**src/rtl/dw_bsr_chain.sv**
```systemverilog
// rtl/dw_bsr_chain.sv - WIDTH-cell boundary-scan register with capture/shift/update stages and sequencing FSM.
// Optional shift-length checker enabled by defining DW_BSR_SHIFT_CHK_EN.
module dw_bsr_chain #(
    parameter int               WIDTH    = 8,
    parameter logic [WIDTH-1:0] SAFE_VAL = {WIDTH{1'b0}},
    parameter int               CNT_W    = $clog2(WIDTH + 1)
) (
    input  logic             clk,
    input  logic             rst_n,
    input  logic             capture_dr,
    input  logic             shift_dr,
    input  logic             update_dr,
    input  logic             mode,
    input  logic             intest,
    input  logic             si,
    input  logic [WIDTH-1:0] data_in,
    output logic [WIDTH-1:0] data_out,
    output logic             so,
    output logic [CNT_W-1:0] shift_cnt,
    output logic             busy,
    output logic             len_err
);

    typedef enum logic [1:0] {
        S_IDLE  = 2'd0,
        S_CAPT  = 2'd1,
        S_SHIFT = 2'd2,
        S_PAUSE = 2'd3
    } state_t;

    localparam logic [CNT_W-1:0] CNT_MAX = {CNT_W{1'b1}};

    logic [WIDTH-1:0] r_cap;
    logic [WIDTH-1:0] r_upd;
    logic [CNT_W-1:0] r_cnt;
    state_t           r_state;
    state_t           w_state_nxt;
    logic             w_cnt_sat;

    assign w_cnt_sat = (r_cnt == CNT_MAX);

    always_ff @(posedge clk) begin
        if (!rst_n) begin
            r_cap <= '0;
            r_cnt <= '0;
        end else if (capture_dr) begin
            r_cap <= intest ? r_upd : data_in;
            r_cnt <= '0;
        end else if (shift_dr) begin
            r_cap <= {si, r_cap[WIDTH-1:1]};
            if (!w_cnt_sat) begin
                r_cnt <= r_cnt + 1'b1;
            end
        end
    end

    // Nonblocking read of r_cap keeps a same-cycle shift/capture out of the update stage.
    always_ff @(posedge clk) begin
        if (!rst_n) begin
            r_upd <= SAFE_VAL;
        end else if (update_dr) begin
            r_upd <= r_cap;
        end
    end

    always_ff @(posedge clk) begin
        if (!rst_n) begin
            r_state <= S_IDLE;
        end else begin
            r_state <= w_state_nxt;
        end
    end

    always_comb begin
        w_state_nxt = r_state;
        if (capture_dr) begin
            w_state_nxt = S_CAPT;
        end else begin
            case (r_state)
                S_IDLE: w_state_nxt = S_IDLE;
                S_CAPT: begin
                    if (update_dr) begin
                        w_state_nxt = S_IDLE;
                    end else if (shift_dr) begin
                        w_state_nxt = S_SHIFT;
                    end
                end
                S_SHIFT: begin
                    if (update_dr) begin
                        w_state_nxt = S_IDLE;
                    end else if (!shift_dr) begin
                        w_state_nxt = S_PAUSE;
                    end
                end
                S_PAUSE: begin
                    if (update_dr) begin
                        w_state_nxt = S_IDLE;
                    end else if (shift_dr) begin
                        w_state_nxt = S_SHIFT;
                    end
                end
                default: w_state_nxt = S_IDLE;
            endcase
        end
    end

`ifdef DW_BSR_SHIFT_CHK_EN
    logic r_len_err;

    // Flags an update after a partial/over-length shift, or a shift past counter saturation.
    always_ff @(posedge clk) begin
        if (!rst_n) begin
            r_len_err <= 1'b0;
        end else if (capture_dr) begin
            r_len_err <= 1'b0;
        end else if ((update_dr && (r_cnt != '0) && (r_cnt != CNT_W'(WIDTH)))
                     || (shift_dr && w_cnt_sat)) begin
            r_len_err <= 1'b1;
        end
    end

    assign len_err = r_len_err;
`else
    assign len_err = 1'b0;
`endif

    assign data_out  = mode ? r_upd : data_in;
    assign so        = r_cap[0];
    assign shift_cnt = r_cnt;
    assign busy      = (r_state != S_IDLE);

endmodule

```
**config.mk**
```make
export PLATFORM = sky130hd
export DESIGN_NAME = dw_bsr_chain
export DESIGN_NICKNAME = d
export VERILOG_FILES = /design/src/rtl/dw_bsr_chain.sv
export SDC_FILE = /design/constraint.sdc
export NUM_CORES = 1
export LEC_CHECK = 0
export BUFFER_PORTS_ARGS = -buffer_cell sky130_fd_sc_hd__buf_2
export CORE_MARGIN = 2
export CORE_UTILIZATION = 50
export DETAILED_ROUTE_END_ITERATION = 8
export PLACE_DENSITY = 0.86
export SYNTH_ARGS = -nofsm -noshare
export SYNTH_HDL_FRONTEND = slang
export SYNTH_SLANG_ARGS = --single-unit
```
**constraint.sdc**
```tcl
create_clock -name clk -period 1.45 [get_ports clk]
set_clock_uncertainty 0.05 [all_clocks]
set_input_delay 0.29 -clock clk [delete_from_list [all_inputs] [get_ports clk]]
set_output_delay 0.29 -clock clk [all_outputs]
set_load 0.01 [all_outputs]
```
After elaboration in Yosys (flattened, before gate mapping)
Index checks and enable logic that the tools add are counted.
{ "word_totals": {"out_inout_bits": 15, "word_cells": 34, "ff_bits": 22, "input_bits": 16} }
{ "classes": {"n_addsub": 1, "eq_ne": 8, "bitwise": 2, "muxes": 10, "reduce_logical": 8} }
{ "op_table": {"columns": ["cell", "count"], "rows": [
  ["$mux W8", 4],
  ["$mux W2", 4],
  ["$pmux W2 S3", 1],
  ["$reduce_and A2 Y1", 3],
  ["$add A4 B1 Y4 const B", 1],
  ["$eq A2 B2 Y1 const B", 2],
  ["$eq A4 B4 Y1 const B", 1],
  ["$ne A4 B1 Y1 const B", 1],
  ["$ne A4 B4 Y1 const B", 1],
  ["$reduce_bool A2 Y1", 2],
  ["$reduce_or A2 Y1", 2],
  ["$ne A3 B1 Y1 const B", 1],
  ["$ne A3 B3 Y1 const B", 1],
  ["$eq A2 B1 Y1 const B", 1],
  ["$logic_not A2 Y1", 1],
  ["$not A1 Y1", 2],
  ["$mux W1", 1]
]} }

Logic depth before layout (Yosys ltp)
Gate-level depths: netlist of run 1.
{ "depth": {"depth_word": 4, "ltp_mapped": 5, "depth_no_buf": 4} }

Least setup slack after synthesis of run 1
No wires, ideal clock.
{ "synth_timing": {"kind": "register -> register", "start": "register r_cnt[0] (netlist: shift_cnt[0])", "end": "register r_cnt[0] (netlist: shift_cnt[0])", "setup_ps": 70, "setup_slack_ps": 148, "n_path_buf": 0, "synth_period_minus_slack_ps": 1302, "arrival_ps": 1182, "path_stages_with_launch": 5, "path_cell_list": "dfxtp_1 > ha_1 > and3_1 > or3_1 > a21oi_1"} }
{ "synth_between": {"elab_chain_cells": 3, "elab_cells_between_ends": 4} }
{ "synth_rtl": {"columns": ["element", "line", "text"], "rows": [
  ["start: declaration", "35", "logic [CNT_W-1:0] r_cnt;"],
  ["start signal: assignment", "52", "r_cnt <= r_cnt + 1'b1;"],
  ["branches (longest 3 deep; another with $add A4 B1 Y4)", null, null]
]} }
Parallel ways; which one is timed is not known.
A chain may end at the register's enable or synchronous reset.

Worst setup path in the final report of run 1
{ "layout_timing": {"start": "register r_state[0]", "end": "output busy"} }
{ "layout_between": {"elab_chain_cells": 1} }
{ "layout_rtl": {"columns": ["element", "line", "text"], "rows": [
  ["start: declaration", "36", "state_t r_state;"],
  ["start signal: assignment", "70", "r_state <= w_state_nxt;"],
  ["$reduce_bool A2 Y1", "130", "assign busy = (r_state != S_IDLE);"],
  ["end: declaration", "20", "output logic busy,"]
]} }
No other way between the ends.

==> results of run 1 <==
==> metal layers <==
layer | part of all wire | vias to the layer above | GRT usage
li1 | - | 443 | -
met1 | 0.44 | 428 | 0.210
met2 | 0.50 | 22 | 0.335
met3 | 0.047 | 2 | 0.0343
met4 | 0.0045 | 0 | 0.0897
met5 | 0 | - | 0
==> power by group <==
| group | internal [mW] | switching, mW |
|---|---|---|
| Combinational | 0.111 | 0.0972 |
| Clock | 0.0967 | 0.168 |
| Sequential | 0.634 | 0.0216 |
==> critical path, cell delays in order, from the launching register on <==
cell     delay (ps)
dfxtp_1         320
or2_2           300
buf_2           140
==> timing repair <==
action | 4_1_cts | 5_1_grt
gates resized for setup | 0 | 2
endpoints found under the setup margin | 0 | 2
hold buffers | 0 | 0
hold endpoints to repair | 0 | 0
==> placed cells by master (no fill, tap or decap), types with 2 or more instances in the layout <==
master    instances
a21oi_1           6
buf_2            29
clkbuf_4          3
dfxtp_1          20
dfxtp_2           2
mux2_2           12
mux2_4            4
mux2i_1          16
nand2_1           8
nor2b_1           9
nor3_1            2
o211a_1           8
o21ai_0           3
==> logic make-up after synthesis <==
logic type,count (synthesis),synth area share
multiplexers,32,0.305
AND/OR/NAND/NOR,28,0.134
flip-flops,22,0.378
AO/OA/AOI/OAI,17,0.108
buffers and inverters,10,0.0602
adder cells (fa/ha/maj),1,0.0108
other,1,0.00322
==> cell type report <==
class / instances / area (um2)
fill: 215 / 902
multi-input combinational: 79 / 653
sequential: 22 / 443
timing repair buffer: 30 / 153
tap: 28 / 35.0
clock buffer: 3 / 22.5
inverter: 1 / 3.75
==> worst paths after layout <==
check | startpoint | endpoint | slack, ps
setup / recovery | r_state[0]$_SDFFE_PN0P_ | busy | 60
hold / removal | rst_n | r_cap[6]$_SDFFE_PN0P_ | 240
hold reg to reg | shift_cnt[0]$_SDFFE_PP0P_ | shift_cnt[0]$_SDFFE_PP0P_ | 460
setup reg to reg | shift_cnt[0]$_SDFFE_PP0P_ | shift_cnt[0]$_SDFFE_PP0P_ | 100
==> registers in the layout (all words and copies together) (netlist names) <==
name,cells
r_cap,8
r_upd,8
shift_cnt,4
r_state,2
==> per-stage QoR <==
stage                     hold slack (ps)   util  cell area (um2)  power [mW]  cells
after floorplan                       368      -             1160       0.822    111
after CTS                             227  0.591             1310        1.15    163
final                                 240  0.592             1310        1.13    163
after global routing                  236  0.592             1310        1.19    163
after global placement                441  0.581             1280       0.868    160
after detailed placement              463  0.581             1280       0.878    160
==> flow_summary_export.csv, run 1 <==
group,metric,value,unit
outcome,status,"complete, no violations",
worst_setup_path,worstPathArrival,1050,ps
power,powerDensity,862,nW/um2
synth,synthArstFlopShare,0,
place,gp_congestion,0.695,
synth,syn_nets,128,
clock_tree,htreeDepth,1,
worst_setup_path,startpoint_type,"flop",
timing,hold_violations,0,
drt,viasPerCell,5.49,
power,power.leakage,0.689,nW
floorplan,start_util,0.526,
floorplan,dieWidth,52.2,um
timing,fin_ws,57.4,ps
clock_tree,clock-root-buffer,"clkbuf_4",
timing,fin_tns_setup,0,ps
timing,post-route-period-util,0.960,
floorplan,ios,31,
synth,synth_flop_cell,"dfxtp_1",
clock_tree,clk_latency,300,ps
clock_tree,cts_tree,"built",
synth,netlist_area,1160,um2
timing,finalSetupViolations,0,
synth,synth.area.top_cells,"dfxtp_1 (38%), mux2i_1 (14%), mux2_2 (12%)",
place,port-buffer-count,29,
global_routing,grt_usage,0.186,
synth,yosysMostFrequentCell,"dfxtp_1",
floorplan,die_h,52.2,um
synth,synth_cell_type_count,27,
synth,ys_ff_latch,22,
drt,ant_nets,0,
worst_setup_path,critPathCaptureType,"output port",
floorplan,row_count,17,
global_routing,antenna_found_initial,0,
final_layout,layout-drive-gt1-share,0.393,
place,place_ws,92.8,ps
drt,dr_total_vias,895,
synth,syn_avg_cell_area,10.5,um2
worst_setup_path,r2r_cells,4,
clock_tree,clkTransAtPathRegs,110,ps
timing,min_period,1390,ps
drt,remaining_drc_errors,0,
global_routing,grt_pass1_vias,839,
global_routing,grt_pass1_wl,3700,um
worst_setup_path,worstPathMaxFanout,2,
timing,slew_viol_final,0,
synth,seq_area_frac_synth,0.378,
synth,ys_warn_count,0,
clock_tree,clock-sinks,22,
place,dp_hpwl,1650,um
synth,synth_edf_count,0,
synth,synth_cells,111,
final_layout,area_delta_synth_final,12.6,%
worst_setup_path,critical_path_class,"flop to output port",
power,ir_drop,0.541,mV
timing,fmax,0.718,GHz
min_path,hold_depth,2,
synth,synth_commonest_cells,"dfxtp_1 (22), mux2i_1 (16), mux2_2 (12)",
global_routing,grt_overflow_total,0,
clock_tree,clk_path_buf_depth,2,
floorplan,die_area,2730,um2
drt,drt-total-wl,2230,um
floorplan,coreArea,2210,um2
final_layout,num_antenna_cells,0,
drt,initialDrtViolationCount,3,
drt,first_pass_iters,2,
worst_setup_path,required,1110,ps
clock_tree,cts_setup_buffers,0,
global_routing,grt_max_degree,19,
drt,wl_per_cell,13.7,um
min_path,worstHoldPathType,"input pin to flop",
synth,synth_top_area_share,0.378,
final_layout,layout.nets,154,
clock_tree,cts_buffers,3,
timing,rsz0062_at_grt,"false",
synth,synth.largest_area_cell,"dfxtp_1",
flow_run,maxCapViolations,0,
Note: power is estimated with default switching activity, not from simulation.
==> run 2, diff against run 1 <==
CELL_PAD_IN_SITES_DETAIL_PLACEMENT = 0   (was default)
CELL_PAD_IN_SITES_GLOBAL_PLACEMENT = 1   (was default)
CORE_UTILIZATION = 42   (was 50)
PLACE_DENSITY = 0.93   (was 0.86)
clock period = 1.7 ns   (was 1.45 ns; I/O delays follow)
==> flow_summary_export.csv, run 2 (synthesized netlist as in run 1, its figures left out) <==
group,metric,value,unit
worst_setup_path,crit_start,"r_state[0]$_SDFFE_PN0P_",
clock_tree,cts_tree,"built",
floorplan,die_area,3210,um2
global_routing,grt_pass1_vias,817,
drt,remaining_drc_errors,0,
clock_tree,clk_path_buf_depth,2,
global_routing,grt_max_degree,19,
final_layout,layout.nets,153,
worst_setup_path,reg2reg_to,"shift_cnt[0]$_SDFFE_PP0P_",
final_layout,layout-drive-gt1-share,0.378,
min_path,min_from,"data_in[6]",
timing,fin_tns_setup,0,ps
final_layout,area_delta_synth_final,13.2,%
outcome,status,"complete, no violations",
worst_setup_path,regToRegSetupSlack,320,ps
worst_setup_path,worstPathArrival,1070,ps
clock_tree,clkTransAtPathRegs,120,ps
clock_tree,clock-sinks,22,
power,switchingPower,0.259,mW
timing,post-route-period-util,0.862,
drt,wl_per_cell,13.6,um
power,seqPwrFrac,0.545,
worst_setup_path,reg2reg_from,"shift_cnt[0]$_SDFFE_PP0P_",
timing,rsz0062_at_grt,"false",
timing,slew_viol_final,0,
drt,first_pass_iters,4,
final_layout,num_antenna_cells,0,
final_layout,final_cell_mix,"buf_2 (29), dfxtp_1 (22), mux2i_1 (16)",
worst_setup_path,critical_path_class,"flop to output port",
global_routing,grt_pass1_wl,3530,um
clock_tree,clk_latency,310,ps
floorplan,dieWidth,56.6,um
timing,hold_violations,0,
drt,dr_total_vias,886,
timing,fmax,0.683,GHz
flow_run,maxCapViolations,0,
worst_setup_path,startpoint_type,"flop",
worst_setup_path,r2r_cells,4,
worst_setup_path,worstPathMaxFanout,2,
clock_tree,cts_buffers,3,
floorplan,row_count,19,
clock_tree,cts_setup_buffers,0,
place,gp_congestion,0.706,
min_path,hold_depth,4,
timing,finalSetupViolations,0,
global_routing,grt_usage,0.143,
power,powerDensity,777,nW/um2
floorplan,ios,31,
clock_tree,htreeDepth,1,
timing,min_period,1460,ps
drt,initialDrtViolationCount,13,
min_path,hold-path-endpoint,"r_cap[6]$_SDFFE_PN0P_",
final_layout,final_common_cell,"buf_2",
worst_setup_path,required,1310,ps
power,sw_frac_of_total,0.253,
place,port-buffer-count,29,
power,power.leakage,0.690,nW
clock_tree,hold_buffers,0,
floorplan,coreArea,2690,um2
power,power_frac_comb,0.172,
worst_setup_path,critPathCaptureType,"output port",
power,pwr-share-clk,0.283,
place,dp_hpwl,1600,um
power,ir_drop,0.508,mV
drt,viasPerCell,5.34,
floorplan,die_h,56.6,um
power,intPower,0.764,mW
clock_tree,clock-root-buffer,"clkbuf_4",
drt,drt-total-wl,2250,um
min_path,worstHoldPathType,"input pin to flop",
drt,ant_nets,0,
global_routing,grt_overflow_total,0,
floorplan,start_util,0.433,
global_routing,antenna_found_initial,0,
clock_tree,cts_resized,0,
final_layout,utilization,0.490,
==> run 2: worst max path at each step <==
| stage | to | slack, ps | depth (start not counted) |
|---|---|---|---|
| after floorplan | shift_cnt[0]$_SDFFE_PP0P_ | 400 | 4 |
| after global placement | data_out[7] | 270 | 3 |
| after detailed placement | data_out[7] | 260 | 3 |
| after CTS | busy | 210 | 2 |
| after global routing | busy | 180 | 2 |
| final | busy | 240 | 2 |
==> run 2: power by group through the flow <==
| stage | sequential [mW] | clock (mW) | combinational (mW) |
|---|---|---|---|
| floorplan | 0.566 | 0 | 0.135 |
| global placement | 0.568 | 0 | 0.172 |
| detailed placement | 0.570 | 0 | 0.177 |
| CTS | 0.558 | 0.304 | 0.178 |
| global route | 0.561 | 0.326 | 0.192 |
| finish | 0.558 | 0.290 | 0.176 |
==> run 2: cell type report <==
type                    count  area (um2)
fillers                   259        1370
multi-input cells          79         653
flip-flops and latches     22         440
repair buffers             29         145
well taps                  31        38.8
clock buffers               4        36.3
inverters                   1        3.75
==> run 2: layer usage <==
metal  vias to the layer above  track usage  wire length (um)  part of all wire
met5                         -            0                 0                 0
met4                         0       0.0850                30             0.013
met3                         4       0.0253               136             0.060
met2                        29        0.236              1040              0.46
met1                       417        0.171              1050              0.46
li1                        436            -                 -                 -
==> run 2: through the flow <==
step                setup slack (ps)  power (mW)  std cells  hold slack, ps  cell area [um2]
finish                           235        1.02        166             333             1320
global route                     179        1.08        166             323             1320
CTS                              213        1.04        166             320             1320
detailed placement               261       0.747        162             465             1280
global placement                 269       0.740        162             438             1280
floorplan                        398       0.701        111             418             1160
==> run 2: critical path, stage by stage (launching register included) <==
cell and delay, ps:
dfxtp_1 330, or2_2 300, buf_2 140
